$ cat src/rtl/uart_pkg.sv
// Shared UART definitions: the FSM state encoding used by both the
// transmitter and the receiver, and small helpers for bit timing and parity.
package uart_pkg;

   typedef enum logic [2:0] {
      ST_IDLE   = 3'd0,
      ST_START  = 3'd1,
      ST_DATA   = 3'd2,
      ST_PARITY = 3'd3,
      ST_STOP   = 3'd4
   } uart_state_e;

   // Clock cycles per serial bit; integer truncation is intentional.
   function automatic int calc_clks_per_bit(input int clk_hz, input int baud);
      return clk_hz / baud;
   endfunction

   // Parity bit over a byte: even parity when odd_sel=0, odd parity otherwise.
   function automatic logic calc_parity(input logic [7:0] data, input logic odd_sel);
      return (^data) ^ odd_sel;
   endfunction

endpackage

$ cat src/rtl/uart_tx_if.sv
// Byte handshake and status bundle between a byte producer and the UART
// transmitter. The serial line itself travels in the bundle as well.
interface uart_tx_if;

   logic       tx_valid;
   logic [7:0] tx_data;
   logic       tx_ready;
   logic       tx;
   logic       busy;
   logic       done_tx;

   // Byte producer side.
   modport master (
      output tx_valid,
      output tx_data,
      input  tx_ready,
      input  tx,
      input  busy,
      input  done_tx
   );

   // Transmitter side.
   modport slave (
      input  tx_valid,
      input  tx_data,
      output tx_ready,
      output tx,
      output busy,
      output done_tx
   );

endinterface

$ cat src/rtl/uart_baud_gen.sv
// Bit-period clock enable. bit_tick_o is high on the last cycle of every
// CLKS_PER_BIT-cycle period; pre_tick_o is high on the cycle before that so
// the transmitter can register a pulse that lines up with the tick.
// clear_i restarts the period so a new frame starts on a full bit time.
module uart_baud_gen #(
   parameter int CLKS_PER_BIT = 10
) (
   input  logic clk,
   input  logic rst,
   input  logic clear_i,
   output logic bit_tick_o,
   output logic pre_tick_o
);

   localparam int CW = (CLKS_PER_BIT > 2) ? $clog2(CLKS_PER_BIT) : 1;
   localparam logic [CW-1:0] LAST_CNT = CW'(CLKS_PER_BIT - 1);
   localparam logic [CW-1:0] PRE_CNT  = CW'(CLKS_PER_BIT - 2);

   logic [CW-1:0] cnt_q;
   logic [CW-1:0] cnt_d;

   // Next count: restart on clear, wrap at the end of each bit period.
   always_comb begin
      cnt_d = cnt_q;
      if (clear_i) begin
         cnt_d = '0;
      end else if (cnt_q == LAST_CNT) begin
         cnt_d = '0;
      end else begin
         cnt_d = cnt_q + CW'(1);
      end
   end

   // Period counter register.
   always_ff @(posedge clk or negedge rst) begin
      if (!rst) begin
         cnt_q <= '0;
      end else begin
         cnt_q <= cnt_d;
      end
   end

   assign bit_tick_o = (cnt_q == LAST_CNT);
   assign pre_tick_o = (cnt_q == PRE_CNT);

endmodule

$ cat src/rtl/uart_tx.sv
// UART transmitter: start bit, 8 data bits LSB first, optional parity bit,
// one stop bit. All timing comes from a clock-enable counter on clk; the
// serial line and the completion pulse are registered.
module uart_tx
   import uart_pkg::*;
#(
   parameter int clk_freq   = 1000000,
   parameter int baud_rate  = 9600,
   parameter int parity_en  = 0,
   parameter int parity_odd = 0
) (
   input  logic     clk,
   input  logic     rst,
   uart_tx_if.slave bus
);

   localparam int   CLKS_PER_BIT = calc_clks_per_bit(clk_freq, baud_rate);
   localparam bit   PAR_EN       = (parity_en != 0);
   localparam logic PAR_ODD      = (parity_odd != 0) ? 1'b1 : 1'b0;

   // A bit period shorter than two clocks leaves no room for the pre-tick.
   generate
      if (CLKS_PER_BIT < 2) begin : g_bad_rate
         $fatal(1, "uart_tx: clk_freq/baud_rate must be at least 2");
      end
   endgenerate

   uart_state_e state_q;
   logic [7:0]  shift_q;
   logic [2:0]  idx_q;
   logic        par_q;
   logic        tx_q;
   logic        done_q;

   logic        bit_tick_s;
   logic        pre_tick_s;
   logic        accept_s;

   assign accept_s = (state_q == ST_IDLE) && bus.tx_valid;

   uart_baud_gen #(
      .CLKS_PER_BIT(CLKS_PER_BIT)
   ) u_baud_gen (
      .clk       (clk),
      .rst       (rst),
      .clear_i   (accept_s),
      .bit_tick_o(bit_tick_s),
      .pre_tick_o(pre_tick_s)
   );

   // Frame sequencer; tx is loaded with the next bit value on each transition
   // so the line changes exactly at bit boundaries.
   always_ff @(posedge clk or negedge rst) begin
      if (!rst) begin
         state_q <= ST_IDLE;
         shift_q <= 8'h00;
         idx_q   <= 3'd0;
         par_q   <= 1'b0;
         tx_q    <= 1'b1;
         done_q  <= 1'b0;
      end else begin
         done_q <= 1'b0;
         case (state_q)
            ST_IDLE: begin
               tx_q <= 1'b1;
               if (bus.tx_valid) begin
                  shift_q <= bus.tx_data;
                  par_q   <= calc_parity(bus.tx_data, PAR_ODD);
                  idx_q   <= 3'd0;
                  tx_q    <= 1'b0;
                  state_q <= ST_START;
               end
            end
            ST_START: begin
               if (bit_tick_s) begin
                  idx_q   <= 3'd0;
                  tx_q    <= shift_q[0];
                  state_q <= ST_DATA;
               end
            end
            ST_DATA: begin
               if (bit_tick_s) begin
                  if (idx_q == 3'd7) begin
                     if (PAR_EN) begin
                        tx_q    <= par_q;
                        state_q <= ST_PARITY;
                     end else begin
                        tx_q    <= 1'b1;
                        state_q <= ST_STOP;
                     end
                  end else begin
                     shift_q <= {1'b0, shift_q[7:1]};
                     idx_q   <= idx_q + 3'd1;
                     tx_q    <= shift_q[1];
                  end
               end
            end
            ST_PARITY: begin
               if (bit_tick_s) begin
                  tx_q    <= 1'b1;
                  state_q <= ST_STOP;
               end
            end
            ST_STOP: begin
               // Registered so the pulse coincides with the last stop cycle.
               if (pre_tick_s) begin
                  done_q <= 1'b1;
               end
               if (bit_tick_s) begin
                  tx_q    <= 1'b1;
                  state_q <= ST_IDLE;
               end
            end
            default: begin
               tx_q    <= 1'b1;
               state_q <= ST_IDLE;
            end
         endcase
      end
   end

   assign bus.tx       = tx_q;
   assign bus.done_tx  = done_q;
   assign bus.tx_ready = (state_q == ST_IDLE);
   assign bus.busy     = (state_q != ST_IDLE);

endmodule
$ cat src/flat_wrapper.sv
// flat-port wrapper written by rule: the top's interface ports become plain ports
module uart_tx_flat import uart_pkg::*;
#(
   parameter int clk_freq   = 1000000,
   parameter int baud_rate  = 9600,
   parameter int parity_en  = 0,
   parameter int parity_odd = 0
)
  (clk, rst, bus_tx_valid, bus_tx_data, bus_tx_ready, bus_tx, bus_busy, bus_done_tx);
  uart_tx_if bus_i ();
  input  logic clk;
  input  logic rst;
  input wire logic [$bits(bus_i.tx_valid)-1:0] bus_tx_valid;
  input wire logic [$bits(bus_i.tx_data)-1:0] bus_tx_data;
  output wire logic [$bits(bus_i.tx_ready)-1:0] bus_tx_ready;
  output wire logic [$bits(bus_i.tx)-1:0] bus_tx;
  output wire logic [$bits(bus_i.busy)-1:0] bus_busy;
  output wire logic [$bits(bus_i.done_tx)-1:0] bus_done_tx;
  assign bus_i.tx_valid = bus_tx_valid;
  assign bus_i.tx_data = bus_tx_data;
  assign bus_tx_ready = bus_i.tx_ready;
  assign bus_tx = bus_i.tx;
  assign bus_busy = bus_i.busy;
  assign bus_done_tx = bus_i.done_tx;
  uart_tx #(.clk_freq(clk_freq), .baud_rate(baud_rate), .parity_en(parity_en), .parity_odd(parity_odd)) u_core (.clk(clk), .rst(rst), .bus(bus_i));
endmodule
$ cat config.mk
export PLATFORM = sky130hd
export DESIGN_NAME = uart_tx_flat
export DESIGN_NICKNAME = d
export VERILOG_FILES = /design/src/rtl/uart_pkg.sv /design/src/rtl/uart_tx_if.sv /design/src/rtl/uart_baud_gen.sv /design/src/rtl/uart_tx.sv /design/src/flat_wrapper.sv
export SDC_FILE = /design/constraint.sdc
export NUM_CORES = 1
export LEC_CHECK = 0
export CORE_AREA = 2 2 63 50
export CTS_BUF_LIST = sky130_fd_sc_hd__clkbuf_8
export DETAILED_ROUTE_END_ITERATION = 10
export DIE_AREA = 0 0 65 52
export HOLD_SLACK_MARGIN = 0.1
export PLACE_DENSITY_LB_ADDON = 0.12
export SLEW_MARGIN = 0
export SYNTH_ARGS = -nofsm -noshare
export SYNTH_HDL_FRONTEND = slang
export SYNTH_SLANG_ARGS = --single-unit
$ cat constraint.sdc
create_clock -name clk -period 1.8 [get_ports clk]
set_input_delay 0.27 -clock clk [delete_from_list [all_inputs] [get_ports clk]]
set_output_delay 0.27 -clock clk [all_outputs]
set_load 0.1 [all_outputs]
==> reports/metrics.yaml <==
status: "completed"
drcViolationCount: 0
nets: 145
worst_slack_ps: 106
crit_top_cell: "ha_1"
gr-total-overflow: 0
cp.required_ps: 1990
cts_tree: "yes"
cp_num_cells: 6
grt_usage_pct: 16.7
finalCritPeriodShare_pct: 94.1
arrival_ps: 1890
clock-sinks: 23
clk_latency_ps: 270
synth_flop_cell: "dfrtp_1"
async_reset_ff_share_pct: 100
grt_pass1_wl_microns: 4200
max_slew_margin_pct: 71.6
wl_per_cell_microns: 14.2
die_width_microns: 65
grt_antenna_before_repair: 0
final_core_util_pct: 54.3
dieHeight_microns: 52
cts_buffer_depth: 2
ys_types: 37
rsz0062_at_grt: "false"
synth_seq_area_share_pct: 47.5
antenna_left: 0
drive_gt1_share_pct: 27.9
skew_ps: 7.34
first_global_vias: 881
rows: 17
io_pins: 15
worstSetupStartpointType: "flop"
yosys_warnings: 0
cts_buffers: 3
finalSetupViolations: 0
globalplace.congestion: 0.814
drt-vias-per-instance: 5.28
cp-end-kind: "flop"
finalCriticalPeriod_ps: 1690
slowest_stage: "dfrtp_1"
synthCells: 110
ctsHoldBuffers: 0
ys_ff_latch: 23
path_cells: "ha_1 -> ha_1 -> nand2b_1 -> a221oi_1 -> o21bai_1 -> mux2_2"
cp_max_fo: 3
vias: 882
yosysTopAreaCellShare_pct: 45.4
cp.buffers_inverters: 0
tightest_slew_ps: 426
coreArea_sq_mm: 0.00279
syn_avg_cell_area_sq_um: 11.0
port_buffers: 14
synth_edf_count: 0
cpPeakStageDelay_ps: 410
wirelength_microns: 2380
dieArea_sq_mm: 0.00338
drt_first_pass_iters: 4
num_antenna_cells: 0
initial_utilization_pct: 43.6
synthTopCellsByArea: "dfrtp_1 45%, o21ba_2 5.8%, ha_1 4.1%"
cts_root_buffer: "clkbuf_8"
leakagePower_nw: 0.624
dp_slack_ps: 28.3
rr_worst_depth: 6
cap_violations: 0
dp_hpwl_microns: 1690
clkTransAtPathRegs_ps: 80
syn_area_sq_mm: 0.00121
final_common_cell: "dfrtp_1"
hold_viol_final: 0
path_class: "reg -> reg"
maxSlewViolCount: 0
syn_nets: 125
htreeDepth: 1
synth_top_area_cell: "dfrtp_1"
drt-initial-drc-count: 68
min_path_type: "in -> async"
crit_family: "adder cells"
grt_max_degree: 24
ir_drop_mv: 0.688
p_per_area_mw_per_mm2: 1080
layout_common_cells: "22 x dfrtp_1, 13 x nor2_1, 10 x clkdlybuf4s50_1"
max_freq_mhz: 590
syn_to_final_growth_pct: 24.6
## kinds of logic (layout without fill, tap and decap cells)
group / Yosys count / count (layout) / synth area share (%)
xor+xnor: 5 / 5 / 3.61
fa+ha+maj: 4 / 4 / 4.12
compound gates: 27 / 27 / 17.8
mux: 2 / 2 / 2.16
buf+inv: 7 / 26 / 2.47
flops: 23 / 23 / 47.5
simple gates: 42 / 42 / 22.3
## metal layers
metal / global-route usage, % / routed length, microns / vias up
li1: - / - / 433
met1: 23.8 / 1240 / 434
met2: 23.7 / 1010 / 13
met3: 4.76 / 103 / 2
met4: 6.38 / 27 / 0
met5: 0 / 0 / -
## cells in the mapped netlist (all sizes together) (3+ instances only)
| library cell | count |
|---|---|
| buf | 3 |
| inv | 4 |
| dfrtp | 22 |
| nor3 | 3 |
| o21ai | 3 |
| o21ba | 7 |
| nand3 | 7 |
| nor2 | 13 |
| xnor2 | 3 |
| ha | 4 |
| o22ai | 8 |
| nand2 | 6 |
## where the power goes
group | switching (W) | internal, W | leakage [nW]
clock network | 0.000166 | 0.000155 | 0.0255
logic | 0.000253 | 0.000255 | 0.314
registers | 0.000144 | 0.000659 | 0.284
## cell type report
| cell class | count | area [sq um] |
|---|---|---|
| Tap cell | 38 | 47.5 |
| Sequential cell | 23 | 577 |
| Multi-Input combinational cell | 80 | 629 |
| Timing Repair Buffer | 18 | 198 |
| Inverter | 4 | 15.0 |
| Clock inverter | 1 | 5.00 |
| Clock buffer | 3 | 41.3 |
| Fill cell | 255 | 1270 |
## registers in the layout, indices dropped and copies added (netlist names)
signal	count
u_core.idx_q	3
u_core.bus.tx	1
u_core.state_q	3
u_core.shift_q	8
u_core.bus.done_tx	1
u_core.u_baud_gen.cnt_q	7
## stage by stage
step	total power [W]	hold slack (ps)	std cells	instance area [sq um]	TNS, ps
finish	0.00163	347	167	1510	0
global route	0.00174	373	167	1510	0
CTS	0.00165	364	165	1490	0
detailed placement	0.00132	497	161	1440	0
global placement	0.00131	493	161	1440	0
floorplan	0.00114	-25.6	110	1230	-3040
## timing repair
action,in CTS,in global routing
setup buffers,0,2
resized for setup,0,3
setup endpoints to repair,0,8
## final timing paths
kind / start / to / slack, ps
worst max-delay path: u_core.idx_q[0] / u_core.bus.tx / 110
worst min-delay path: rst / u_core.shift_q[4] / 350
worst max register to register: u_core.idx_q[0] / u_core.bus.tx / 110
worst min register to register: u_core.u_baud_gen.cnt_q[0] / u_core.u_baud_gen.cnt_q[0] / 510
max in group asynchronous: rst / u_core.bus.tx / 1160
min in group clk: u_core.u_baud_gen.cnt_q[0] / u_core.u_baud_gen.cnt_q[0] / 510
(Power assumes the default switching activity.)
